===== src/rtl/bist_pkg.sv =====
// Shared types for the BIST scheduler: session state encoding and counter sizing.
package bist_pkg;

    typedef enum logic [2:0] {
        IDLE   = 3'd0,
        INIT   = 3'd1,
        RUN    = 3'd2,
        FINISH = 3'd3,
        CHECK  = 3'd4
    } state_t;

    // RUN counter must be able to hold NCLOCK itself on the exit cycle.
    function automatic int cnt_width(input int nclock);
        return $clog2(nclock + 1);
    endfunction

endpackage


===== src/rtl/bist_scheduler_rr_arbiter.sv =====
// Combinational round-robin pick: lowest requesting index at or after rr_ptr, modulo NREQ.
module rr_arbiter #(
    parameter int NREQ = 4,
    parameter int IW   = $clog2(NREQ)
) (
    input  logic [NREQ-1:0] req,
    input  logic [IW-1:0]   rr_ptr,
    output logic [NREQ-1:0] grant,
    output logic [IW-1:0]   grant_id
);

    localparam int SW = IW + 1;

    logic [SW-1:0] sum;
    logic [IW-1:0] idx;
    logic          found;

    always_comb begin
        grant    = '0;
        grant_id = '0;
        found    = 1'b0;
        sum      = '0;
        idx      = '0;
        for (int i = 0; i < NREQ; i++) begin
            sum = {1'b0, rr_ptr} + SW'(i);
            if (sum >= SW'(NREQ)) begin
                sum = sum - SW'(NREQ);
            end
            idx = sum[IW-1:0];
            if (!found && req[idx]) begin
                found      = 1'b1;
                grant[idx] = 1'b1;
                grant_id   = idx;
            end
        end
    end

endmodule


===== src/rtl/bist_scheduler.sv =====
// Round-robin scheduler sharing one BIST engine across NREQ requesters.
// Define BIST_SCHED_ABORT_EN to end a session early when the owner drops its request.
//
// state  | meaning
// IDLE   | engine free, sample req and register the round-robin winner
// INIT   | engine_init pulse for the owner
// RUN    | engine_run for NCLOCK cycles, cnt counts 0..NCLOCK-1
// FINISH | engine_finish pulse, capture signature compare
// CHECK  | done pulse, update fail_map, advance rr_ptr, release grant
module bist_scheduler
    import bist_pkg::*;
#(
    parameter int NREQ   = 4,
    parameter int NCLOCK = 10,
    parameter int SIG_W  = 16
) (
    input  logic                    clk,
    input  logic                    reset,
    input  logic [NREQ-1:0]         req,
    input  logic [SIG_W-1:0]        misr_sig,
    input  logic [SIG_W-1:0]        golden_sig,
    output logic [NREQ-1:0]         grant,
    output logic [$clog2(NREQ)-1:0] grant_id,
    output logic                    engine_init,
    output logic                    engine_run,
    output logic                    engine_finish,
    output logic                    busy,
    output logic                    done,
    output logic                    pass,
    output logic [NREQ-1:0]         fail_map
);

    localparam int IW    = $clog2(NREQ);
    localparam int CNT_W = cnt_width(NCLOCK);
    localparam logic [CNT_W-1:0] CNT_LAST = CNT_W'(NCLOCK - 1);
    localparam logic [IW-1:0]    ID_LAST  = IW'(NREQ - 1);

    state_t            state;
    state_t            state_next;
    logic [IW-1:0]     rr_ptr;
    logic [CNT_W-1:0]  cnt;
    logic              sig_eq;
    logic [NREQ-1:0]   win_onehot;
    logic [IW-1:0]     win_id;
`ifdef BIST_SCHED_ABORT_EN
    logic              aborted;
    logic              abort_now;
`endif

    rr_arbiter #(
        .NREQ (NREQ),
        .IW   (IW)
    ) u_arb (
        .req      (req),
        .rr_ptr   (rr_ptr),
        .grant    (win_onehot),
        .grant_id (win_id)
    );

    always_comb begin
        state_next = state;
`ifdef BIST_SCHED_ABORT_EN
        abort_now  = 1'b0;
`endif
        case (state)
            IDLE:    if (|req) state_next = INIT;
            INIT:    state_next = RUN;
            RUN:     if (cnt == CNT_LAST) state_next = FINISH;
            FINISH:  state_next = CHECK;
            CHECK:   state_next = IDLE;
            default: state_next = IDLE;
        endcase
`ifdef BIST_SCHED_ABORT_EN
        // Owner withdrew before the signature was taken: skip FINISH entirely.
        if ((state == INIT || state == RUN) && !req[grant_id]) begin
            abort_now  = 1'b1;
            state_next = CHECK;
        end
`endif
    end

    always_ff @(posedge clk or posedge reset) begin
        if (reset) begin
            state    <= IDLE;
            rr_ptr   <= '0;
            cnt      <= '0;
            fail_map <= '0;
            grant    <= '0;
            grant_id <= '0;
            sig_eq   <= 1'b0;
`ifdef BIST_SCHED_ABORT_EN
            aborted  <= 1'b0;
`endif
        end else begin
            state <= state_next;

            if (state == RUN) begin
                cnt <= cnt + CNT_W'(1);
            end else begin
                cnt <= '0;
            end

            case (state)
                IDLE: begin
                    if (|req) begin
                        grant    <= win_onehot;
                        grant_id <= win_id;
                        sig_eq   <= 1'b0;
`ifdef BIST_SCHED_ABORT_EN
                        aborted  <= 1'b0;
`endif
                    end
                end
                FINISH: begin
                    sig_eq <= (misr_sig == golden_sig);
                end
                CHECK: begin
`ifdef BIST_SCHED_ABORT_EN
                    if (!aborted) begin
                        fail_map[grant_id] <= !sig_eq;
                    end
`else
                    fail_map[grant_id] <= !sig_eq;
`endif
                    if (grant_id == ID_LAST) begin
                        rr_ptr <= '0;
                    end else begin
                        rr_ptr <= grant_id + IW'(1);
                    end
                    grant    <= '0;
                    grant_id <= '0;
                    sig_eq   <= 1'b0;
                end
                default: ;
            endcase

`ifdef BIST_SCHED_ABORT_EN
            if (abort_now) begin
                aborted <= 1'b1;
            end
`endif
        end
    end

    assign engine_init   = (state == INIT);
    assign engine_run    = (state == RUN);
    assign engine_finish = (state == FINISH);
    assign busy          = (state != IDLE);
    assign done          = (state == CHECK);
    // sig_eq stays 0 through an aborted session, so pass is 0 there too.
    assign pass          = (state == CHECK) && sig_eq;

endmodule


===== config.mk =====
export PLATFORM = sky130hd
export DESIGN_NAME = bist_scheduler
export DESIGN_NICKNAME = d
export VERILOG_FILES = /design/src/rtl/bist_pkg.sv /design/src/rtl/bist_scheduler_rr_arbiter.sv /design/src/rtl/bist_scheduler.sv
export SDC_FILE = /design/constraint.sdc
export NUM_CORES = 1
export LEC_CHECK = 0
export ABC_AREA = 1
export CORE_AREA = 2 2 54 82
export CTS_CLUSTER_SIZE = 25
export DETAILED_ROUTE_END_ITERATION = 12
export DIE_AREA = 0 0 56 84
export GPL_TIMING_DRIVEN = 0
export PLACE_DENSITY = 0.77
export SKIP_CTS_REPAIR_TIMING = 1
export SLEW_MARGIN = 20
export SYNTH_ARGS = -nofsm -noshare
export SYNTH_HDL_FRONTEND = slang
export SYNTH_SLANG_ARGS = --single-unit

===== constraint.sdc =====
create_clock -name clk -period 1.8 [get_ports clk]
set_clock_uncertainty 0.15 [all_clocks]
set_input_delay 0.18 -clock clk [delete_from_list [all_inputs] [get_ports clk]]
set_output_delay 0.18 -clock clk [all_outputs]
set_load 0.01 [all_outputs]

# Yosys cells after proc, flatten, opt, wreduce, memory -nomap -nowiden
# Cells that the tools add are included.
# op_classes
n_addsub	9
order_cmp	14
n_eq_ne	9
n_mux	45
n_bitwise	3
n_reduce_logical	21
# op_table
operator	n
$mux 4	6
$mux 2	10
$eq 16x16->1	1
$lt 2x3->1 const B	5
$mux 1	13
$or 4x4->4	3
$pmux 3 s4	1
$demux 1 s2	5
$ge 2x1->1 const B	5
$ge 3x3->1 const B	3
$logic_and 1x1->1	9
$bmux 1 s2	4
$pmux 4 s2	1
$sub 2x1->2 const B	4
$add 2x2->3 const B	2
$eq 3x2->1 const B	2
$mux 3	2
$reduce_and 2->1	3
$reduce_bool 3->1	2
$add 4x1->4 const B	1
$bwmux 4	1
$eq 4x4->1 const B	1
$logic_not 1->1	4
$pmux 2 s2	1
other kinds (12)	12
# totals
ff_bits	20
inputBits	38
word_cells	108

# Depth between registers and ports, before layout
# depth
depth_word	16
ltp_mapped	12
mapped_depth_nobuf	11

# Modules after synthesis
# Synthesis repeated with hierarchy kept, for this count alone.
# hier_totals
cells_unflattened	241
area_unflattened_um2	1657.8
# by_module_without_submodules
mod	instances	cells_per_inst	area_per_inst_um2	seq_area_each_um2
bist_scheduler	1	168	1218.7	500.5
rr_arbiter	1	73	439.2	0.0

# Worst setup path before layout
# OpenSTA, ideal clock, no wires.
# synth_timing
path_kind	register to register
from	register rr_ptr[0]
to	register grant_id[1]
t_arrival_ns	1.573
required_time_ns	1.534
slack_ns	-0.040
path_stages_with_launch	13
path_cell_list	dfrtp_1 -> buf_6 -> inv_4 -> ha_1 -> inv_1 -> nand2_1 -> nand2_2 -> nor2_8 -> nand2_2 -> o21ai_2 -> inv_1 -> nand2_1 -> nand2_1
# synth_via
elab_chain_cells	16
word_cells_on_any_way	38
cone_classes	add/sub (7); order compare (4); mux (21); reduce/logical (6)
# synth_rtl
element	line_no	text
start: declaration	bist_scheduler.sv:40	logic [IW-1:0] rr_ptr;
start signal: assignment	bist_scheduler.sv:128	rr_ptr <= grant_id + IW'(1);
parallel branches: the longest is 13 deep, another holds $add 2x1->3	n/a	
$mux 2 (*)	bist_scheduler_rr_arbiter.sv:30	if (!found && req[idx]) begin
$mux 2 (*)	bist_scheduler.sv:105	if (|req) begin
$pmux 2 s2 (*)	bist_scheduler.sv:103	case (state)
end signal: assignment	bist_scheduler.sv:107	grant_id <= win_id;
end: declaration	bist_scheduler.sv:23	output logic [$clog2(NREQ)-1:0] grant_id,
# Every way passes the cells marked *. The select of a mux whose other input is x is not followed.
# A chain may end at the register's enable or synchronous reset.

# Worst setup path after layout
# layout_timing
from	register state[0]
to	output port engine_run
# layout_via
elab_chain_cells	1
# layout_rtl
element	line_no	text
start: declaration	bist_scheduler.sv:38	state_t state;
start signal: assignment	bist_scheduler.sv:95	state <= state_next;
$eq 3x2->1	bist_scheduler.sv:146	assign engine_run = (state == RUN);
end: declaration	bist_scheduler.sv:25	output logic engine_run,
# No other way between the ends.

==> summary by stage <==
Critical path
The number of cells on the worst reg-to-reg path is 12. The worst setup path is captured at an output pin. The critical path in this run is classified as reg -> out. The slowest library cell on the worst path is clkdlybuf4s50_1. The critical path goes through nor2_1 -> nand2_1 -> inv_1 -> clkdlybuf4s50_1.

The dominant delay contributor by cell family on the critical path is buffers and inverters. The worst path arrival time is 1.57 ns. The critical path contains buffers and inverters numbering 2 combined. The data required time of the worst path is 1.47 ns. The critical path runs through a total of 4 cells. The maximum single-stage delay on the critical path is 0.53 ns. Along the worst path, the maximum fanout reaches 6.

The critical path startpoint category is a register.

STA
The hold violation count in the final report is 0. Timing would allow up to 0.526 GHz. On the final layout, the worst hold slack is 0.201 ns.

The final critical path takes up 106% of the cycle. In the post-route analysis, the smallest setup slack over all paths is -0.0995 ns. Headroom to the max-slew limit came out at 50.6%. The number of max-slew violations in the final report is 0. Setup violations remaining at the end of the flow were counted as 8. The slew at the pin with the worst max-slew slack is 0.740 ns. The post-route minimum period is 1.90 ns.

Setup repair after global routing could not meet its margin everywhere. After routing, the total negative slack on setup checks comes to -0.495 ns.

Clock network
The TritonCTS sink count is 20. The number of H-tree levels is 1. Clock-pin slew was measured on the worst setup and hold paths at 0.07 ns. The clock latency at the later pin of the worst-skew pair is 0.25 ns. Clock tree synthesis inserted a total of 3 buffers. The clock tree from TritonCTS is done. Clock tree synthesis selected as its root buffer the cell clkbuf_8. The longest clock path from root to sink contains 2 buffers.

Yosys
The number of nets in the synthesized netlist is 268. The share of flip-flops with an asynchronous set or reset is 100%. The area share of the largest cell type after synthesis is 31.6%.

For this run, the leading register cell type out of synthesis is dfrtp_1. The number of warnings printed during yosys synthesis is 0. Of the synthesized area, sequential elements account for 31.6%. Of all cell types, the one taking the most synthesized area is dfrtp_1. The post-synthesis instance area is 0.00158 sq mm.

The post-synthesis instance total is 217. Counting instances in the post-synthesis netlist gives the leading cell types as nand2_1, inv_1, nand3_1. The number of flops mapped to enable cells by yosys is 0. The most common cell in the synthesized netlist is nand2_1. The number of distinct standard cells referenced by the synthesized netlist is 27. By area the synthesized netlist is led by dfrtp_1, nand2_1, ha_1.

The number of storage elements in the synthesis netlist is 20. A synthesized cell averages 7.29 sq um.

Place
Port buffering added 53 buffers. The cell area after placement is 0.00218 sq mm. The weighted congestion reported at the end of routability-driven placement is 0.944. The half-perimeter wire length of the detailed placement result is 2.96 mm.

Pwr
The combinational cell fraction of total power is 68.5%. The maximum VDD drop is 1.42 mV. In this run, the clock network consumes 11.1% of the power. Sequential cells account for 20.3% of the total power. The internal power of the cells totals 2100 uW. The net switching power of the design is 1800 uW. The total chip power is 3900 uW. The power per cell area is 1600 mW/mm^2. The net switching share of the total power is 46.1%. The leakage power of the design is 0.00122 uW.

Cells and area
The net total in the final layout is 335. After filler insertion, the fill cell instance count of the layout stands at 354. Of the cells placed in the final design, the portion with a size suffix greater than 1 is 16.3%. Summing all non-filler instances in the final layout gives an area of 0.00244 sq mm. Compared with the post-synthesis result, the final layout area differs by 54.4%. The core utilization of the finished layout is 60.1%. The count of inserted antenna diode cells is 0.

Floorplan
Pin placement for this block handled 54 I/O pins. The floorplan step set the die width to 56 microns. The initialized floorplan defines 29 standard-cell rows.

The die span in y is 84 microns. The die area is 0.00470 sq mm. Once the floorplan was initialized, standard cells occupied 38.9% of the core.

After floorplanning, the core was sized to cover 0.00406 sq mm.

Run status
The flow ran to the end, but the final reports show violations. The checks that failed: negative setup slack.

Global routing
After global routing the overflow that remains totals 0. The initial antenna violation count was 0. The number of global-route vias before repair was 1,533. In the global route stage, overall resource usage came out at 16.4%.

The wire length of the first global-routing pass is 6.34 mm. Entering global routing, the biggest net connects 21 pins.

Hold path
The path category of the worst min-delay check is in -> async.

Detailed routing
Once detail routing completed, the nets flagged for antenna violations numbered 0. The average vias per placed instance is 5.03. The first routing iteration left 98 violations.

The first detailed-routing pass took 4 iterations. The post-route DRC violation count is 0. The total number of vias is 1,655.

Wires add up to 4.01 mm. The routed length per placed instance is 12.2 microns.

Flow run
The max-capacitance violation count is 0.
[layout make-up]
type	instances	area (sq um)	share of cell area (%)
Multi-Input combinational cell	170	1040	42.8
Timing Repair Buffer	61	631	25.8
Sequential cell	20	504	20.6
Inverter	27	119	4.87
Tap cell	46	57.6	2.36
Clock buffer	3	41.3	1.69
Clock inverter	1	30.0	1.23
Buffer	1	15.0	0.615
[kinds of logic after synthesis]
family | share of synthesized area [%]
flops | 31.6
simple gates | 35.1
fa+ha+maj | 10.3
buf+inv | 7.28
xor+xnor | 6.09
compound gates | 9.57
[cell usage in the layout, fill, tap and decap left out, types with 2 or more instances in the layout]
cell             netlist  layout
nand2_4                1       5
dlymetal6s2s_1         0       4
nand2_1               61      57
clkdlybuf4s50_1        0      49
o21ai_2                1       2
buf_4                  0       6
nand3_2                2       4
inv_2                  3       2
o21ai_1                3       2
xnor2_1               10      10
a21boi_0               5       5
nor2_2                 2       2
dfrtp_2                0       3
clkbuf_8               0       3
o21ai_0                7       7
or2_2                  4       4
ha_1                  13      12
dfrtp_1               20      17
nand4_1                7       7
nand3_1               21      19
inv_4                  1       2
nand2_2                3       3
inv_1                 23      22
nor2_4                 0       2
nor4_1                 2       2
a21oi_1                8       7
nor2_1                14      13
[final timing paths]
path / startpoint / to / slack (ns)
max in group asynchronous: reset / state[0] / 0.78
min in group clk: state[2] / state[0] / 0.34
hold / removal: reset / state[1] / 0.20
hold reg to reg: state[2] / state[0] / 0.34
setup / recovery: state[0] / engine_run / -0.1
setup reg to reg: rr_ptr[0] / grant[0] / -0.1
[routing by layer]
metal	global-route usage [%]	routed length, microns
met1	18.5	1480
met2	30.7	2280
met3	1.09	201
met4	7.14	42
met5	0	0
[power groups by stage]
stage / Clock [uW] / Sequential, uW / Combinational (uW)
after floorplan: 0 / 815 / 1340
after detailed placement: 0 / 812 / 2070
final: 434 / 793 / 2670
after CTS: 448 / 803 / 2070
after global routing: 465 / 819 / 2920
after global placement: 0 / 799 / 2030
[flip-flops by register name (all words and copies together), names as in the netlist]
name and flops:
state 3, sig_eq 1, fail_map 4, grant 4
cnt 4, rr_ptr 2, grant_id 2
[stage by stage]
step,setup slack (ns),instances
floorplan,0.0315,217
global placement,-0.198,316
detailed placement,-0.243,316
CTS,-0.272,320
global route,-0.192,329
finish,-0.0995,329
Note: power is estimated with default switching activity, not from simulation.
